$ cat src/rtl/sync_pkg.sv
// Shared channel map and default widths for the input conditioner and the FSM bus wiring.
// Also holds the per-channel registered output bundle used by the glitch filter.
package sync_pkg;

    localparam int CH_RESET     = 0;
    localparam int CH_START     = 1;
    localparam int CH_FG        = 2;
    localparam int CH_PHASE     = 3;
    localparam int CH_WIRE      = 4;
    localparam int CH_DET_READY = 5;
    localparam int N_CH         = 6;

    localparam int FILT_W_DEF   = 8;
    localparam int PER_W_DEF    = 16;

    // Registered per-channel state presented to the rest of the design.
    typedef struct packed {
        logic level;
        logic rise;
        logic fall;
    } ch_out_t;

endpackage

$ cat src/rtl/sync_input_conditioner_if.sv
// Bundle of raw inputs, configuration and conditioned outputs of the input conditioner.
// master drives raw inputs/config and consumes results; slave is the conditioner itself.
interface sync_input_conditioner_if #(
    parameter int N_CH   = sync_pkg::N_CH,
    parameter int FILT_W = sync_pkg::FILT_W_DEF,
    parameter int PER_W  = sync_pkg::PER_W_DEF
);
    logic [N_CH-1:0]   raw_in;
    logic [N_CH-1:0]   ch_enable;
    logic [FILT_W-1:0] cfg_filter_len;

    logic [N_CH-1:0]   level_out;
    logic [N_CH-1:0]   rise_pulse;
    logic [N_CH-1:0]   fall_pulse;
    logic [PER_W-1:0]  phase_period;
    logic              phase_period_valid;
    logic              phase_period_ovf;

    modport master (
        output raw_in,
        output ch_enable,
        output cfg_filter_len,
        input  level_out,
        input  rise_pulse,
        input  fall_pulse,
        input  phase_period,
        input  phase_period_valid,
        input  phase_period_ovf
    );

    modport slave (
        input  raw_in,
        input  ch_enable,
        input  cfg_filter_len,
        output level_out,
        output rise_pulse,
        output fall_pulse,
        output phase_period,
        output phase_period_valid,
        output phase_period_ovf
    );

endinterface

$ cat src/rtl/sync_glitch_filter.sv
// One input channel: 2-FF synchroniser, stability-count glitch filter and registered
// rise/fall pulses. thr is the filter length minus one, precomputed by the parent.
module sync_glitch_filter
    import sync_pkg::*;
#(
    parameter int FILT_W = FILT_W_DEF
) (
    input  logic              clk,
    input  logic              rst_n,
    input  logic              raw_in,
    input  logic              enable,
    input  logic [FILT_W-1:0] thr,
    output logic              level_out,
    output logic              rise_pulse,
    output logic              fall_pulse
);

    logic              s1_q, s1_d;
    logic              s2_q, s2_d;
    logic [FILT_W-1:0] cnt_q, cnt_d;
    ch_out_t           out_q, out_d;

    always_comb begin
        s1_d       = raw_in;
        s2_d       = s1_q;
        cnt_d      = cnt_q;
        out_d      = out_q;
        out_d.rise = 1'b0;
        out_d.fall = 1'b0;

        if (!enable) begin
            cnt_d       = '0;
            out_d.level = 1'b0;
        end else if (s2_q == out_q.level) begin
            cnt_d = '0;
        end else if (cnt_q >= thr) begin
            // >= rather than == so a live shortening of the length accepts immediately.
            out_d.level = s2_q;
            out_d.rise  = s2_q;
            out_d.fall  = ~s2_q;
            cnt_d       = '0;
        end else begin
            cnt_d = cnt_q + 1'b1;
        end
    end

    always_ff @(posedge clk) begin
        if (!rst_n) begin
            s1_q  <= 1'b0;
            s2_q  <= 1'b0;
            cnt_q <= '0;
            out_q <= '0;
        end else begin
            s1_q  <= s1_d;
            s2_q  <= s2_d;
            cnt_q <= cnt_d;
            out_q <= out_d;
        end
    end

    assign level_out  = out_q.level;
    assign rise_pulse = out_q.rise;
    assign fall_pulse = out_q.fall;

endmodule

$ cat src/rtl/sync_input_conditioner.sv
// Conditions the raw field inputs for the scenario FSM: per-channel synchronise/filter/edge
// detect, plus a saturating measurement of the interval between accepted phase rises.
module sync_input_conditioner
    import sync_pkg::*;
#(
    parameter int N_CH   = sync_pkg::N_CH,
    parameter int FILT_W = sync_pkg::FILT_W_DEF,
    parameter int PER_W  = sync_pkg::PER_W_DEF
) (
    input  logic                       clk,
    input  logic                       rst_n,
    sync_input_conditioner_if.slave    bus
);

    localparam logic [PER_W-1:0] PER_MAX = '1;

    logic [FILT_W-1:0] thr;
    logic [N_CH-1:0]   level_w;
    logic [N_CH-1:0]   rise_w;
    logic [N_CH-1:0]   fall_w;

    // A length of 0 behaves as 1, i.e. threshold 0.
    always_comb begin
        thr = '0;
        if (bus.cfg_filter_len != '0) begin
            thr = bus.cfg_filter_len - 1'b1;
        end
    end

    genvar gi;
    generate
        for (gi = 0; gi < N_CH; gi++) begin : g_ch
            sync_glitch_filter #(
                .FILT_W (FILT_W)
            ) u_filter (
                .clk        (clk),
                .rst_n      (rst_n),
                .raw_in     (bus.raw_in[gi]),
                .enable     (bus.ch_enable[gi]),
                .thr        (thr),
                .level_out  (level_w[gi]),
                .rise_pulse (rise_w[gi]),
                .fall_pulse (fall_w[gi])
            );
        end
    endgenerate

    assign bus.level_out  = level_w;
    assign bus.rise_pulse = rise_w;
    assign bus.fall_pulse = fall_w;

    logic [PER_W-1:0] per_cnt_q, per_cnt_d;
    logic [PER_W-1:0] period_q, period_d;
    logic             armed_q, armed_d;
    logic             valid_q, valid_d;
    logic             ovf_q, ovf_d;

    always_comb begin
        per_cnt_d = per_cnt_q;
        period_d  = period_q;
        armed_d   = armed_q;
        ovf_d     = ovf_q;
        valid_d   = 1'b0;

        if (!bus.ch_enable[CH_PHASE]) begin
            per_cnt_d = '0;
            armed_d   = 1'b0;
        end else begin
            if (per_cnt_q != PER_MAX) begin
                per_cnt_d = per_cnt_q + 1'b1;
            end
            if (rise_w[CH_PHASE]) begin
                // The first rise only starts the measurement; later ones report it.
                if (armed_q) begin
                    period_d = per_cnt_q;
                    valid_d  = 1'b1;
                    ovf_d    = (per_cnt_q == PER_MAX);
                end
                per_cnt_d = PER_W'(1);
                armed_d   = 1'b1;
            end
        end
    end

    always_ff @(posedge clk) begin
        if (!rst_n) begin
            per_cnt_q <= '0;
            period_q  <= '0;
            armed_q   <= 1'b0;
            valid_q   <= 1'b0;
            ovf_q     <= 1'b0;
        end else begin
            per_cnt_q <= per_cnt_d;
            period_q  <= period_d;
            armed_q   <= armed_d;
            valid_q   <= valid_d;
            ovf_q     <= ovf_d;
        end
    end

    assign bus.phase_period       = period_q;
    assign bus.phase_period_valid = valid_q;
    assign bus.phase_period_ovf   = ovf_q;

endmodule
$ cat src/flat_wrapper.sv
// flat-port wrapper written by rule: the top's interface ports become plain ports
module sync_input_conditioner_flat import sync_pkg::*;
#(
    parameter int N_CH   = sync_pkg::N_CH,
    parameter int FILT_W = sync_pkg::FILT_W_DEF,
    parameter int PER_W  = sync_pkg::PER_W_DEF
)
  (clk, rst_n, bus_raw_in, bus_ch_enable, bus_cfg_filter_len, bus_level_out, bus_rise_pulse, bus_fall_pulse, bus_phase_period, bus_phase_period_valid, bus_phase_period_ovf);
  sync_input_conditioner_if #(.N_CH(N_CH), .FILT_W(FILT_W), .PER_W(PER_W)) bus_i ();
  input  logic clk;
  input  logic rst_n;
  input wire logic [$bits(bus_i.raw_in)-1:0] bus_raw_in;
  input wire logic [$bits(bus_i.ch_enable)-1:0] bus_ch_enable;
  input wire logic [$bits(bus_i.cfg_filter_len)-1:0] bus_cfg_filter_len;
  output wire logic [$bits(bus_i.level_out)-1:0] bus_level_out;
  output wire logic [$bits(bus_i.rise_pulse)-1:0] bus_rise_pulse;
  output wire logic [$bits(bus_i.fall_pulse)-1:0] bus_fall_pulse;
  output wire logic [$bits(bus_i.phase_period)-1:0] bus_phase_period;
  output wire logic [$bits(bus_i.phase_period_valid)-1:0] bus_phase_period_valid;
  output wire logic [$bits(bus_i.phase_period_ovf)-1:0] bus_phase_period_ovf;
  assign bus_i.raw_in = bus_raw_in;
  assign bus_i.ch_enable = bus_ch_enable;
  assign bus_i.cfg_filter_len = bus_cfg_filter_len;
  assign bus_level_out = bus_i.level_out;
  assign bus_rise_pulse = bus_i.rise_pulse;
  assign bus_fall_pulse = bus_i.fall_pulse;
  assign bus_phase_period = bus_i.phase_period;
  assign bus_phase_period_valid = bus_i.phase_period_valid;
  assign bus_phase_period_ovf = bus_i.phase_period_ovf;
  sync_input_conditioner #(.N_CH(N_CH), .FILT_W(FILT_W), .PER_W(PER_W)) u_core (.clk(clk), .rst_n(rst_n), .bus(bus_i));
endmodule
$ cat config.mk
export PLATFORM = sky130hd
export DESIGN_NAME = sync_input_conditioner_flat
export DESIGN_NICKNAME = d
export VERILOG_FILES = /design/src/rtl/sync_pkg.sv /design/src/rtl/sync_input_conditioner_if.sv /design/src/rtl/sync_glitch_filter.sv /design/src/rtl/sync_input_conditioner.sv /design/src/flat_wrapper.sv
export SDC_FILE = /design/constraint.sdc
export NUM_CORES = 1
export LEC_CHECK = 0
export ABC_AREA = 1
export CORE_MARGIN = 2
export CORE_UTILIZATION = 35
export DETAILED_ROUTE_END_ITERATION = 12
export MAX_ROUTING_LAYER = met4
export PLACE_DENSITY = 0.57
export SLEW_MARGIN = 15
export SYNTH_ARGS = -nofsm -noshare
export SYNTH_HDL_FRONTEND = slang
export SYNTH_SLANG_ARGS = --single-unit
$ cat constraint.sdc
create_clock -name clk -period 5.01 [get_ports clk]
set_input_delay 1.002 -clock clk [delete_from_list [all_inputs] [get_ports clk]]
set_output_delay 1.002 -clock clk [all_outputs]
set_load 0.005 [all_outputs]
=== Word-level counts from Yosys, hierarchy flattened ===
Cells that the tools add are included.

* Output and inout bits: 36
* Word-level logic and storage cells: 122
* Bits in registers: 113
* Input port bits: 22

* Add/subtract/negate cells: 8
* Reduce and logical (&&, ||, !) cells: 29
* Multiplexer cells: 4
* $lt $le $gt $ge: 6
* Equality and inequality tests: 8
* Bitwise operators: 25

{| class="wikitable"
|+ Operators by type and width
! cell !! count
|-
| adder 8 x 1 -> 8 bit (second input constant) || 6
|-
| greater-or-equal comparator 8 bit || 6
|-
| OR reduction 4 bit || 12
|-
| inverter 1 bit || 25
|-
| AND reduction 2 bit || 12
|-
| adder 16 x 1 -> 16 bit (second input constant) || 1
|-
| == test 16 bit (second input constant) || 1
|-
| inequality test 16 bit (second input constant) || 1
|-
| two-way mux 8 bit || 1
|-
| nonzero test 8 bit || 1
|-
| subtractor 8 x 1 -> 8 bit (second input constant) || 1
|-
| == test 1 bit || 6
|-
| AND reduction 3 bit || 2
|-
| two-way mux 1 bit || 3
|-
| OR reduction 3 bit || 1
|-
| nonzero test 2 bit || 1
|}

=== Logic depth before layout (Yosys ltp) ===
Gate-level depths: netlist of the first run.

* Depth in word-level cells: 5
* Gate-level depth with buffers: 18

=== Modules after synthesis ===
A second synthesis of the first run with hierarchy kept.

* Cell total of the unflattened synthesis: 835
* Area, all modules: 6,192.2 µm²

{| class="wikitable"
|+ By module, submodules not included
! module !! cells an instance !! area each (µm²) !! instances
|-
| sync_glitch_filter || 97 || 743.2 || 6
|-
| sync_input_conditioner || 253 || 1,732.9 || 1
|}

=== Worst setup path after synthesis of the first run ===
No wires, ideal clock.

* Path type: input to register
* Start point: in bus_cfg_filter_len[0]
* End point: reg u_core.g_ch[0].u_filter.cnt_q[2]
* Setup slack: 2.149 ns
* Data arrival time: 2.788 ns
* Setup time: 0.073 ns
* Stages: 16
* Path through: inv_1 -> ha_1 -> nand2_1 -> inv_1 -> nand2_1 -> nor3_1 -> inv_1 -> nand3_1 -> ha_1 -> nand2_1 -> nor2_1 -> nor2_1 -> nand2_1 -> nand2_1 -> nand3_2 -> nor3_2

* Word-level cells in the longest chain between the ends: 4

{| class="wikitable"
|+ Ends and longest elaborated chain
! item !! line !! RTL
|-
| start, declared || flat_wrapper.sv:14 || <nowiki>input wire logic [$bits(bus_i.cfg_filter_len)-1:0] bus_cfg_filter_len;</nowiki>
|-
| subtractor 8 x 1 -> 8 bit or nonzero test 8 bit (tied branches) || sync_input_conditioner.sv:26, sync_input_conditioner.sv:25 ||
|-
| two-way mux 8 bit * || sync_input_conditioner.sv:25 || <nowiki>if (bus.cfg_filter_len != '0) begin</nowiki>
|-
| greater-or-equal comparator 8 bit * || sync_glitch_filter.sv:36 || <nowiki>end else if (cnt_q >= thr) begin</nowiki>
|-
| OR reduction 4 bit (no source line) * || n/a ||
|-
| end signal, assigned || sync_glitch_filter.sv:56 || <nowiki>cnt_q <= cnt_d;</nowiki>
|-
| end, declared || sync_glitch_filter.sv:20 || <nowiki>logic [FILT_W-1:0] cnt_q, cnt_d;</nowiki>
|}

Mark *: on every way between the ends. The rest lies on a longest branch, timed or not.
A chain may end at the register's enable or synchronous reset.

=== Worst setup path after layout of the first run ===
* Start point: in bus_cfg_filter_len[0]
* End point: reg u_core.g_ch[5].u_filter.cnt_q[2]

* Word-level cells in the longest chain between the ends: 4

{| class="wikitable"
|+ Ends and longest elaborated chain
! item !! line
|-
| subtractor 8 x 1 -> 8 bit or nonzero test 8 bit (tied branches) || sync_input_conditioner.sv:26, sync_input_conditioner.sv:25
|-
| two-way mux 8 bit * || sync_input_conditioner.sv:25
|-
| greater-or-equal comparator 8 bit * || sync_glitch_filter.sv:36
|-
| OR reduction 4 bit (no source line) * || n/a
|-
| end signal, assigned || sync_glitch_filter.sv:56
|-
| end, declared || sync_glitch_filter.sv:20
|}

Marked as above.

==> flow_metrics.env, run 1 <==
export IMPL_run_status="finished, final reports clean"
export IMPL_max_freq_ghz=0.298
export IMPL_ys_seq_elements=113
export IMPL_synth_warnings=0
export IMPL_register_area_um2=2260
export IMPL_clkTransAtPathRegs_ps=50
export IMPL_leakage_nw=3.20
export IMPL_fp_dieW_um=133
export IMPL_combPwrFrac_pct=4.7
export IMPL_antenna_left=0
export IMPL_cpMostUsedCell="nand2_1"
export IMPL_min_period_over_period_pct=67.1
export IMPL_p_int_mw=1.80
export IMPL_slew_violations=0
export IMPL_setup_viol=0
export IMPL_vias=4722
export IMPL_n_antenna_cell=0
export IMPL_synth_top_family_by_area="simple AND/OR/NAND/NOR gates"
export IMPL_area_growth_pct=22.5
export IMPL_cp_top_family="simple AND/OR/NAND/NOR gates"
export IMPL_via_per_inst=4.44
export IMPL_row_count=47
export IMPL_synthAdderAreaFrac_pct=12.0
export IMPL_power_total_mw=2.28
export IMPL_postCtsResizedCells=0
export IMPL_io_pins=58
export IMPL_yosys_top_cells_area="dfxtp_1, ha_1, nand2_1"
export IMPL_antenna_found_initial=0
export IMPL_power_density_nw_per_um2=319
export IMPL_tightest_slew_ps=704
export IMPL_hold_ws_ps=409
export IMPL_gp_congestion=0.787
export IMPL_drt_wirelength_per_cell_um=11.2
export IMPL_maxCapViolCount=0
export IMPL_synthArstFlopShare_pct=0
export IMPL_tns_ps=0
export IMPL_final_cells=1064
export IMPL_die_area_um2=17800
export IMPL_synth_top_cell_area_share_pct=38.7
export IMPL_drt_total_wl_um=11900
export IMPL_slowest_stage="clkdlybuf4s50_1"
export IMPL_critPathArrivalTime_ps=3700
export IMPL_min_delay_start="u_core.g_ch[4].u_filter.s1_q$_SDFF_PN0_"
export IMPL_grt_pass1_wl_um=20200
export IMPL_crit_path_cell_trace="clkdlybuf4s50_1 > inv_1 > ha_1 > nand2_1 > inv_1 > nand2_1 > nor3_1 > inv_1 > nand3_1 > ha_1 > nand2_1 > nor2_1 > nor2_1 > nand2_1 > nand2_1 > nand3_2 > nor3_2"
export IMPL_synth_compound_gate_area_share_pct=7.17
export IMPL_cts_tree="built"
export IMPL_synthSimpleGateAreaFrac_pct=27.4
export IMPL_synth_ff_type="dfxtp_1"
export IMPL_drive_above_1_share_pct=6.87
export IMPL_syn_num_nets=857
export IMPL_skew_ps=8.68
export IMPL_cts_buffers=17
export IMPL_synth_xor_area_share_pct=5.24
export IMPL_grt_max_degree=26
export IMPL_worstHoldPathType="register to register"
export IMPL_drt_iter0_markers=156
export IMPL_nNetsFinal=911
export IMPL_endpoint_kind="register"
export IMPL_dp_cells=1034
export IMPL_cts_root_buffer="clkbuf_16"
export IMPL_cts_hold_fix_buffers=0
export IMPL_post_cts_setup_buffers=0
export IMPL_start_util_pct=35.5
export IMPL_grt_overflow=0
export IMPL_drc=0
export IMPL_crit_fanout=8
export IMPL_hold_violations=0
export IMPL_grt_setup_unrepaired="false"
export IMPL_critPathLaunchType="input pin"
export IMPL_synthMuxAreaShare_pct=0
export IMPL_finalCriticalPeriod_ps=3360
export IMPL_htree_levels=4
export IMPL_yosysSeqAreaShare_pct=38.7
export IMPL_cts_buffer_depth=2
export IMPL_postSynthAreaPerCell_um2=7.51
export IMPL_port_buffers=57
export IMPL_final_area_um2=7160
export IMPL_pwr_share_clk_pct=55.4
export IMPL_seqPwrFrac_pct=39.9
export IMPL_r2r_start="u_core.g_ch[3].u_filter.rise_pulse$_SDFF_PP0_"
export IMPL_worstSkewPairLatency_ps=410
export IMPL_power_switching_mw=0.482
export IMPL_setup_worst_path_start="bus_cfg_filter_len[0]"
export IMPL_syn_inst=779
export IMPL_multi_input_area_um2=3030
export IMPL_crit_type="input pin to register"
export IMPL_synth_top_area_cell="dfxtp_1"
export IMPL_core_area_um2=16500
export IMPL_die_h_um=133
export IMPL_synthDistinctLibCells=31
export IMPL_clock_sinks=113
export IMPL_fill_cells=1666
export IMPL_relSlewSlack_pct=52.9
export IMPL_crit_required_ps=5340
export IMPL_grt_pass1_vias=4425
export IMPL_ir_drop_v=0.000234
export IMPL_place_area_um2=6550
export IMPL_p_sw_share_pct=21.1
export IMPL_path_buf_inv=4
export IMPL_dr_pass1_iters=4
export IMPL_slowest_delay_ps=440
export IMPL_netlist_area_um2=5850
export IMPL_synth_edf_count=0
export IMPL_dp_hpwl_um=8650
export IMPL_grt_usage_pct=14.7
==> worst register-to-register path, delay by kind of cell, from the launching register on <==
| family | cells | cell delay [ps] |
|---|---|---|
| AOI/OAI and AO/OA | 2 | 310 |
| buffers and inverters | 1 | 690 |
| DFF | 1 | 460 |
| and+or+nand+nor | 1 | 440 |
==> metal layers <==
layer	vias up	track usage, %	part of all wire (%)
met5	-	-	0
met4	0	4.43	0.60
met3	7	4.60	4.2
met2	65	23.3	45
met1	2105	18.0	50
li1	2545	-	-
==> state kept, by name (all words and copies together), names as in the netlist, 6 cells and up <==
signal	flops
u_core.g_ch.u_filter.rise_pulse	6
u_core.g_ch.u_filter.s2_q	6
u_core.per_cnt_q	16
u_core.g_ch.u_filter.s1_q	6
u_core.g_ch.u_filter.level_out	6
u_core.g_ch.u_filter.fall_pulse	6
u_core.g_ch.u_filter.cnt_q	48
u_core.bus.phase_period	16
==> cell usage in the layout, fill, tap and decap left out, types with 2 or more instances in the layout <==
master / synthesis / layout
nand2_1: 174 / 174
nor2_2: 2 / 2
dfxtp_1: 113 / 113
clkbuf_16: 0 / 17
xor2_1: 22 / 22
nor3_1: 9 / 9
clkinv_4: 1 / 3
nand3_2: 6 / 6
nand2_2: 4 / 4
ha_1: 56 / 56
nor2_4: 2 / 2
clkinv_2: 0 / 3
o21bai_1: 3 / 3
nor2_1: 119 / 119
clkbuf_8: 0 / 2
nand3_1: 39 / 39
o21ai_0: 17 / 17
xnor2_1: 13 / 13
inv_1: 101 / 101
clkdlybuf4s50_1: 0 / 57
nand2_4: 3 / 3
nand4_1: 4 / 4
nor3_2: 3 / 3
o21a_1: 9 / 9
buf_4: 19 / 2
a21oi_1: 43 / 43
a31oi_1: 2 / 2
bufinv_16: 0 / 4
or2_2: 4 / 4
clkinv_1: 2 / 2
==> metrics by stage <==
stage / utilization [%] / worst slack, ps
after floorplan: - / 2150
after detailed placement: 39.8 / 1260
final: 43.5 / 1650
after global placement: 39.8 / 1300
after global routing: 43.5 / 1380
after CTS: 43.5 / 1640
==> power by group through the flow <==
stage	registers [mW]	logic, mW	clock network (mW)
after floorplan	0.928	0.0674	0
after global placement	0.930	0.107	0
after detailed placement	0.930	0.108	0
after CTS	0.910	0.109	1.29
after global routing	0.911	0.126	1.34
final	0.911	0.108	1.26
==> synth_stat cells (all sizes together), types with 2 or more instances <==
| cell type | n |
|---|---|
| xor2 | 22 |
| inv | 101 |
| o21ai | 17 |
| nand3 | 45 |
| o21bai | 3 |
| ha | 56 |
| nor2 | 124 |
| o21a | 9 |
| a21oi | 44 |
| or2 | 4 |
| dfxtp | 113 |
| clkinv | 3 |
| buf | 21 |
| nand2 | 181 |
| clkbuf | 3 |
| xnor2 | 13 |
| nand4 | 4 |
| a31oi | 2 |
| nor3 | 12 |
==> path summary, 6_finish.rpt <==
check / to / slack [ps] / cells past startpoint
setup / recovery: u_core.g_ch[5].u_filter.cnt_q[2]$_SDFF_PP0_ / 1650 / 17
hold / removal: u_core.g_ch[4].u_filter.s2_q$_SDFF_PN0_ / 410 / 2
setup reg to reg: u_core.bus.phase_period[13]$_SDFFE_PN0P_ / 3020 / 4
hold reg to reg: u_core.g_ch[4].u_filter.s2_q$_SDFF_PN0_ / 410 / 2
==> cells by family (layout without fill, tap and decap cells) <==
| kind of cell | after synthesis | count (layout) |
|---|---|---|
| compound gates | 76 | 76 |
| flops | 113 | 113 |
| fa+ha+maj | 56 | 56 |
| xor+xnor | 35 | 35 |
| simple gates | 371 | 371 |
| buf+inv | 128 | 193 |
==> layout make-up <==
class | instances | share of cell area, %
clock buffer | 20 | 6.38
clock inverter | 10 | 2.24
inverter | 104 | 5.52
multi-input combinational | 538 | 42.3
sequential | 113 | 31.6
tap | 220 | 3.84
timing repair buffer | 59 | 8.17
No activity file was read; power rests on OpenSTA's default activity.
==> run 2: changes to the inputs <==
--- a/config.mk
+++ b/config.mk
@@ -10,7 +10,7 @@
 export CORE_UTILIZATION = 35
 export DETAILED_ROUTE_END_ITERATION = 12
 export MAX_ROUTING_LAYER = met4
-export PLACE_DENSITY = 0.57
+export PLACE_DENSITY = 0.59
 export SLEW_MARGIN = 15
 export SYNTH_ARGS = -nofsm -noshare
 export SYNTH_HDL_FRONTEND = slang
==> constraint.sdc (replaced) <==
create_clock -name clk -period 2.9 [get_ports clk]
set_input_delay 0.58 -clock clk [delete_from_list [all_inputs] [get_ports clk]]
set_output_delay 0.58 -clock clk [all_outputs]
set_load 0.005 [all_outputs]
==> flow_metrics.env, run 2 (synthesized netlist as in run 1, its figures left out) <==
export IMPL_grt_overflow=0
export IMPL_port_buffers=57
export IMPL_worstHoldPathCells=2
export IMPL_setup_viol=0
export IMPL_ff2ff_path_depth=9
export IMPL_min_delay_start="u_core.g_ch[1].u_filter.s1_q$_SDFF_PN0_"
export IMPL_maxCapViolCount=0
export IMPL_max_freq_ghz=0.365
export IMPL_leakage_nw=3.30
export IMPL_tns_ps=0
export IMPL_cts_hold_fix_buffers=0
export IMPL_fill_cells=1627
export IMPL_relSlewSlack_pct=55.8
export IMPL_whs_endpoint="u_core.g_ch[1].u_filter.s2_q$_SDFF_PN0_"
export IMPL_crit_fanout=8
export IMPL_start_util_pct=35.5
export IMPL_grt_usage_pct=15.0
export IMPL_critPathArrivalTime_ps=3070
export IMPL_dp_hpwl_um=9020
export IMPL_mostFrequentLayoutCells="nand2_1, nor2_1, dfxtp_1"
export IMPL_cts_tree="built"
export IMPL_grt_max_degree=26
export IMPL_drt_total_wl_um=12000
export IMPL_r2r_end="u_core.per_cnt_q[1]$_SDFFE_PP0N_"
export IMPL_tightest_slew_ps=662
export IMPL_grt_pass1_vias=4650
export IMPL_slew_violations=0
export IMPL_utilization_pct=44.7
export IMPL_skew_ps=9.39
export IMPL_cts_buffer_depth=2
export IMPL_final_common_cell="nand2_1"
export IMPL_dr_pass1_iters=4
export IMPL_row_count=47
export IMPL_final_area_um2=7350
export IMPL_final_cells=1086
export IMPL_fp_dieW_um=133
export IMPL_largest_reg_flops=48
export IMPL_hold_ws_ps=408
export IMPL_cts_root_buffer="clkbuf_16"
export IMPL_drive_above_1_share_pct=9.93
export IMPL_ir_drop_v=0.000390
export IMPL_clkTransAtPathRegs_ps=50
export IMPL_min_period_over_period_pct=94.6
export IMPL_area_growth_pct=25.7
export IMPL_via_per_inst=4.40
export IMPL_die_area_um2=17800
export IMPL_clock_sinks=113
export IMPL_htree_levels=4
export IMPL_antenna_found_initial=0
export IMPL_grt_pass1_wl_um=21100
export IMPL_r2r_start="u_core.per_cnt_q[0]$_SDFFE_PN0P_"
export IMPL_cts_buffers=17
export IMPL_io_pins=58
export IMPL_drt_iter0_markers=153
export IMPL_critPathLaunchType="input pin"
export IMPL_endpoint_kind="register"
export IMPL_hold_violations=0
export IMPL_core_area_um2=16500
export IMPL_crit_type="input pin to register"
export IMPL_worstHoldPathType="register to register"
export IMPL_multi_input_area_um2=3080
export IMPL_post_cts_setup_buffers=0
export IMPL_regMostFlops="u_core.g_ch.u_filter.cnt_q"
export IMPL_crit_required_ps=3230
export IMPL_place_area_um2=6720
export IMPL_run_status="finished, final reports clean"
export IMPL_nNetsFinal=932
export IMPL_r2r_setup_slack_ps=1290
export IMPL_gp_congestion=0.832
export IMPL_drc=0
export IMPL_power_density_nw_per_um2=521
export IMPL_dp_cells=1055
export IMPL_worstSkewPairLatency_ps=410
export IMPL_finalCriticalPeriod_ps=2740
export IMPL_antenna_left=0
export IMPL_die_h_um=133
export IMPL_n_antenna_cell=0
export IMPL_vias=4773
export IMPL_drt_wirelength_per_cell_um=11.1
export IMPL_register_area_um2=2260
[run 2: changes by cell type in the layout (fill, tap and decap cells not counted), moves of 3 or more]
cell,previous run,this run
nand2_1,174,169
buf_4,2,22
clkbuf_1,1,4
nand2_2,4,9
nand3_2,6,3
nand3_4,0,3
clkbuf_8,2,5
[run 2: stage by stage]
step	total power [mW]	setup slack, ps
after global routing	3.99	-10.3
final	3.83	158
after floorplan	1.72	461
after detailed placement	1.82	-312
after global placement	1.82	-278
after CTS	3.88	97.2
[run 2: worst max-delay path by stage]
| stage | depth (start not counted) | endpoint | slack [ps] | start |
|---|---|---|---|---|
| after floorplan | 16 | u_core.g_ch[0].u_filter.cnt_q[2]$_SDFF_PP0_ | 460 | bus_cfg_filter_len[0] |
| after global placement | 16 | u_core.g_ch[4].u_filter.cnt_q[2]$_SDFF_PP0_ | -280 | bus_cfg_filter_len[0] |
| after detailed placement | 16 | u_core.g_ch[4].u_filter.cnt_q[7]$_SDFF_PP0_ | -310 | bus_cfg_filter_len[0] |
| after CTS | 16 | u_core.g_ch[4].u_filter.cnt_q[7]$_SDFF_PP0_ | 100 | bus_cfg_filter_len[0] |
| after global routing | 18 | u_core.g_ch[0].u_filter.cnt_q[2]$_SDFF_PP0_ | -10 | bus_cfg_filter_len[0] |
| final | 16 | u_core.g_ch[0].u_filter.cnt_q[2]$_SDFF_PP0_ | 160 | bus_cfg_filter_len[0] |
[run 2: critical path: stages]
cell and delay (ps):
clkdlybuf4s50_1 490, inv_1 60, ha_1 210, nand2_1 70, inv_1 50, nand2_1 130
nor3_4 60, or2_2 380, ha_1 350, nand2_1 80, nor2_1 40, nor2_1 80
nand2_1 60, nand2_1 120, nand3_2 190, nor3_2 140
[run 2: area by class of cell]
| type | instances | share of cell area (%) |
|---|---|---|
| inverter | 104 | 5.38 |
| clock inverter | 5 | 1.02 |
| sequential | 113 | 30.8 |
| multi-input combinational | 538 | 41.9 |
| clock buffer | 26 | 6.92 |
| timing repair buffer | 80 | 10.3 |
| tap | 220 | 3.74 |
[run 2: routing by layer]
| metal | global-route usage, % | part of all wire [%] | vias to the layer above |
|---|---|---|---|
| li1 | - | - | 2590 |
| met1 | 18.9 | 49 | 2102 |
| met2 | 23.6 | 45 | 70 |
| met3 | 3.84 | 4.3 | 11 |
| met4 | 5.14 | 1.2 | 0 |
| met5 | - | 0 | - |
[run 2: report_power, final]
group	total [mW]	internal, mW	switching [mW]
combinational	0.215	0.0985	0.116
clock	2.04	1.37	0.674
sequential	1.58	1.57	0.00867
[run 2: repair_timing]
| item | 4_1_cts | 5_1_grt |
|---|---|---|
| hold endpoints to repair | 0 | 0 |
| resized for setup | 0 | 13 |
| endpoints found under the setup margin | 0 | 66 |
==> run 3: changes to the inputs <==
--- a/config.mk
+++ b/config.mk
@@ -5,12 +5,11 @@
 export SDC_FILE = /design/constraint.sdc
 export NUM_CORES = 1
 export LEC_CHECK = 0
-export ABC_AREA = 1
 export CORE_MARGIN = 2
 export CORE_UTILIZATION = 35
 export DETAILED_ROUTE_END_ITERATION = 12
 export MAX_ROUTING_LAYER = met4
-export PLACE_DENSITY = 0.59
+export PLACE_DENSITY = 0.58
 export SLEW_MARGIN = 15
 export SYNTH_ARGS = -nofsm -noshare
 export SYNTH_HDL_FRONTEND = slang
==> constraint.sdc (replaced) <==
create_clock -name clk -period 3.4 [get_ports clk]
set_input_delay 0.68 -clock clk [delete_from_list [all_inputs] [get_ports clk]]
set_output_delay 0.68 -clock clk [all_outputs]
set_load 0.005 [all_outputs]
==> flow_metrics.env, run 3 <==
export IMPL_run_status="finished, final reports clean"
export IMPL_drt_total_wl_um=12200
export IMPL_min_delay_start="u_core.g_ch[1].u_filter.s1_q$_SDFF_PN0_"
export IMPL_slowest_stage="or4b_4"
export IMPL_synth_warnings=0
export IMPL_slew_violations=0
export IMPL_cts_buffers=17
export IMPL_grt_max_degree=33
export IMPL_via_per_inst=4.78
export IMPL_post_synth_top_count_cell="dfxtp_1"
export IMPL_row_count=45
export IMPL_worstHoldPathCells=1
export IMPL_setup_viol=0
export IMPL_crit_type="input pin to register"
export IMPL_cts_tree="built"
export IMPL_ff2ff_path_depth=8
export IMPL_grt_setup_unrepaired="false"
export IMPL_cts_buffer_depth=2
export IMPL_relSlewSlack_pct=54.1
export IMPL_max_freq_ghz=0.309
export IMPL_regMostFlops="u_core.g_ch.u_filter.cnt_q"
export IMPL_die_h_um=130
export IMPL_worstSkewPairLatency_ps=420
export IMPL_grtUsageMet3_pct=4.91
export IMPL_syn_num_nets=686
export IMPL_die_area_um2=16800
export IMPL_utilization_pct=46.9
export IMPL_r2r_setup_slack_ps=1370
export IMPL_dp_hpwl_um=8860
export IMPL_r2r_end="u_core.g_ch[5].u_filter.cnt_q[6]$_SDFF_PP0_"
export IMPL_synth_ff_type="dfxtp_1"
export IMPL_endpoint_kind="register"
export IMPL_cts_root_buffer="clkbuf_16"
export IMPL_crit_path_cell_trace="clkdlybuf4s50_1 > nor2b_4 > nand3b_1 > or3_4 > o21ai_2 > buf_6 > ha_1 > and3_1 > o21ai_1 > a31oi_1 > or4b_4 > buf_8 > nor2_2"
export IMPL_finalCriticalPeriod_ps=3240
export IMPL_synth_top_area_cell="dfxtp_1"
export IMPL_n_antenna_cell=0
export IMPL_place_area_um2=6500
export IMPL_yosys_top_cells_area="dfxtp_1, ha_1, xor2_1"
export IMPL_path_buf_inv=3
export IMPL_grt_busiest_layer="met2"
export IMPL_clock_sinks=113
export IMPL_syn_inst=608
export IMPL_ir_drop_v=0.000469
export IMPL_final_area_um2=7180
export IMPL_slowest_delay_ps=570
export IMPL_core_area_um2=15300
export IMPL_drc=0
export IMPL_area_growth_pct=29.9
export IMPL_synthAdderAreaFrac_pct=12.7
export IMPL_critPathArrivalTime_ps=3590
export IMPL_antenna_found_initial=0
export IMPL_synth_top_family_by_area="simple AND/OR/NAND/NOR gates"
export IMPL_htree_levels=4
export IMPL_hold_ws_ps=428
export IMPL_io_pins=58
export IMPL_critPathLaunchType="input pin"
export IMPL_port_buffers=57
export IMPL_power_density_nw_per_um2=466
export IMPL_drt_wirelength_per_cell_um=13.2
export IMPL_grt_pass1_wl_um=20200
export IMPL_hold_violations=0
export IMPL_drt_iter0_markers=159
export IMPL_synth_xor_area_share_pct=8.40
export IMPL_grt_use_met1_pct=19.1
export IMPL_netlist_area_um2=5520
export IMPL_drive_above_1_share_pct=14.7
export IMPL_synth_top_cells_by_count="dfxtp_1, nand2_1, nor2_1"
export IMPL_fp_dieW_um=130
export IMPL_antenna_left=0
export IMPL_min_period_over_period_pct=95.2
export IMPL_grt_usage_pct=15.7
export IMPL_grt_pass1_vias=4390
export IMPL_leakage_nw=2.86
export IMPL_r2r_start="u_core.g_ch[5].u_filter.cnt_q[0]$_SDFF_PP0_"
export IMPL_synthMuxAreaShare_pct=1.63
export IMPL_final_common_cell="dfxtp_1"
export IMPL_cp_top_family="simple AND/OR/NAND/NOR gates"
export IMPL_grt_overflow=0
export IMPL_postSynthAreaPerCell_um2=9.09
export IMPL_nNetsFinal=779
export IMPL_gp_congestion=0.830
export IMPL_ys_seq_elements=113
export IMPL_worstHoldPathType="register to register"
export IMPL_mostFrequentLayoutCells="dfxtp_1, nand2_1, nor2_1"
export IMPL_synthSimpleGateAreaFrac_pct=24.2
export IMPL_cts_hold_fix_buffers=0
export IMPL_synth_top_cell_area_share_pct=41.0
export IMPL_dp_cells=891
export IMPL_yosysSeqAreaShare_pct=41.0
export IMPL_crit_required_ps=3750
export IMPL_skew_ps=7.88
export IMPL_vias=4420
export IMPL_clkTransAtPathRegs_ps=60
export IMPL_final_cells=925
export IMPL_largest_reg_flops=48
export IMPL_whs_endpoint="u_core.g_ch[1].u_filter.s2_q$_SDFF_PN0_"
export IMPL_start_util_pct=36.1
export IMPL_synthDistinctLibCells=41
export IMPL_dr_pass1_iters=5
export IMPL_tightest_slew_ps=687
export IMPL_synthArstFlopShare_pct=0
export IMPL_maxCapViolCount=0
export IMPL_synth_compound_gate_area_share_pct=7.61
export IMPL_synth_edf_count=0
export IMPL_gr_usage_met2_pct=24.7
export IMPL_crit_fanout=7
## run 3: per-layer routing
metal / part of all wire, % / vias to the layer above
met3: 4.3 / 23
met5: 0 / -
met4: 1.8 / 0
met2: 46 / 83
li1: - / 2272
met1: 48 / 2042
## run 3: logic make-up after synthesis
family / after synthesis
fa+ha+maj: 56
simple gates: 266
buf+inv: 44
xor+xnor: 53
compound gates: 67
mux: 9
flops: 113
## run 3: through the flow
stage | power [mW] | worst slack (ps) | TNS, ps
3_3_place_gp | 1.54 | -388 | -18380
6_report | 3.34 | 165 | 0
2_1_floorplan | 1.45 | 48.1 | 0
5_1_grt | 3.47 | 24.2 | 0
3_5_place_dp | 1.54 | -469 | -20030
4_1_cts | 3.38 | 53.3 | 0
## run 3: worst max-delay path by stage
stage	depth (start not counted)	start	slack, ps	to
global route	13	bus_cfg_filter_len[2]	20	u_core.g_ch[5].u_filter.cnt_q[6]$_SDFF_PP0_
global placement	14	bus_cfg_filter_len[0]	-390	u_core.g_ch[5].u_filter.cnt_q[7]$_SDFF_PP0_
floorplan	13	bus_cfg_filter_len[0]	50	u_core.g_ch[4].u_filter.cnt_q[2]$_SDFF_PP0_
finish	13	bus_cfg_filter_len[2]	160	u_core.g_ch[5].u_filter.cnt_q[6]$_SDFF_PP0_
detailed placement	14	bus_cfg_filter_len[0]	-470	u_core.g_ch[4].u_filter.cnt_q[2]$_SDFF_PP0_
CTS	14	bus_cfg_filter_len[0]	50	u_core.g_ch[4].u_filter.cnt_q[7]$_SDFF_PP0_
## run 3: area by class of cell
class | instances | area, um^2
Timing Repair Buffer | 103 | 936
Inverter | 15 | 56.3
Fill cell | 1510 | 8140
Sequential cell | 113 | 2260
Clock buffer | 18 | 429
Multi-Input combinational cell | 451 | 3050
Clock inverter | 14 | 180
Tap cell | 211 | 264
## run 3: what timing repair did
| item | in CTS | in global routing |
|---|---|---|
| pin swaps | 0 | 7 |
| setup endpoints to repair | 7 | 64 |
| gates resized for setup | 1 | 18 |
| setup buffers | 0 | 2 |
## run 3: power breakdown
| part | leakage, nW | switching [mW] | internal (mW) | total (mW) |
|---|---|---|---|---|
| combinational | 1.65 | 0.0861 | 0.0940 | 0.180 |
| clock | 0.292 | 0.658 | 1.16 | 1.82 |
| sequential | 0.913 | 0.00739 | 1.33 | 1.34 |
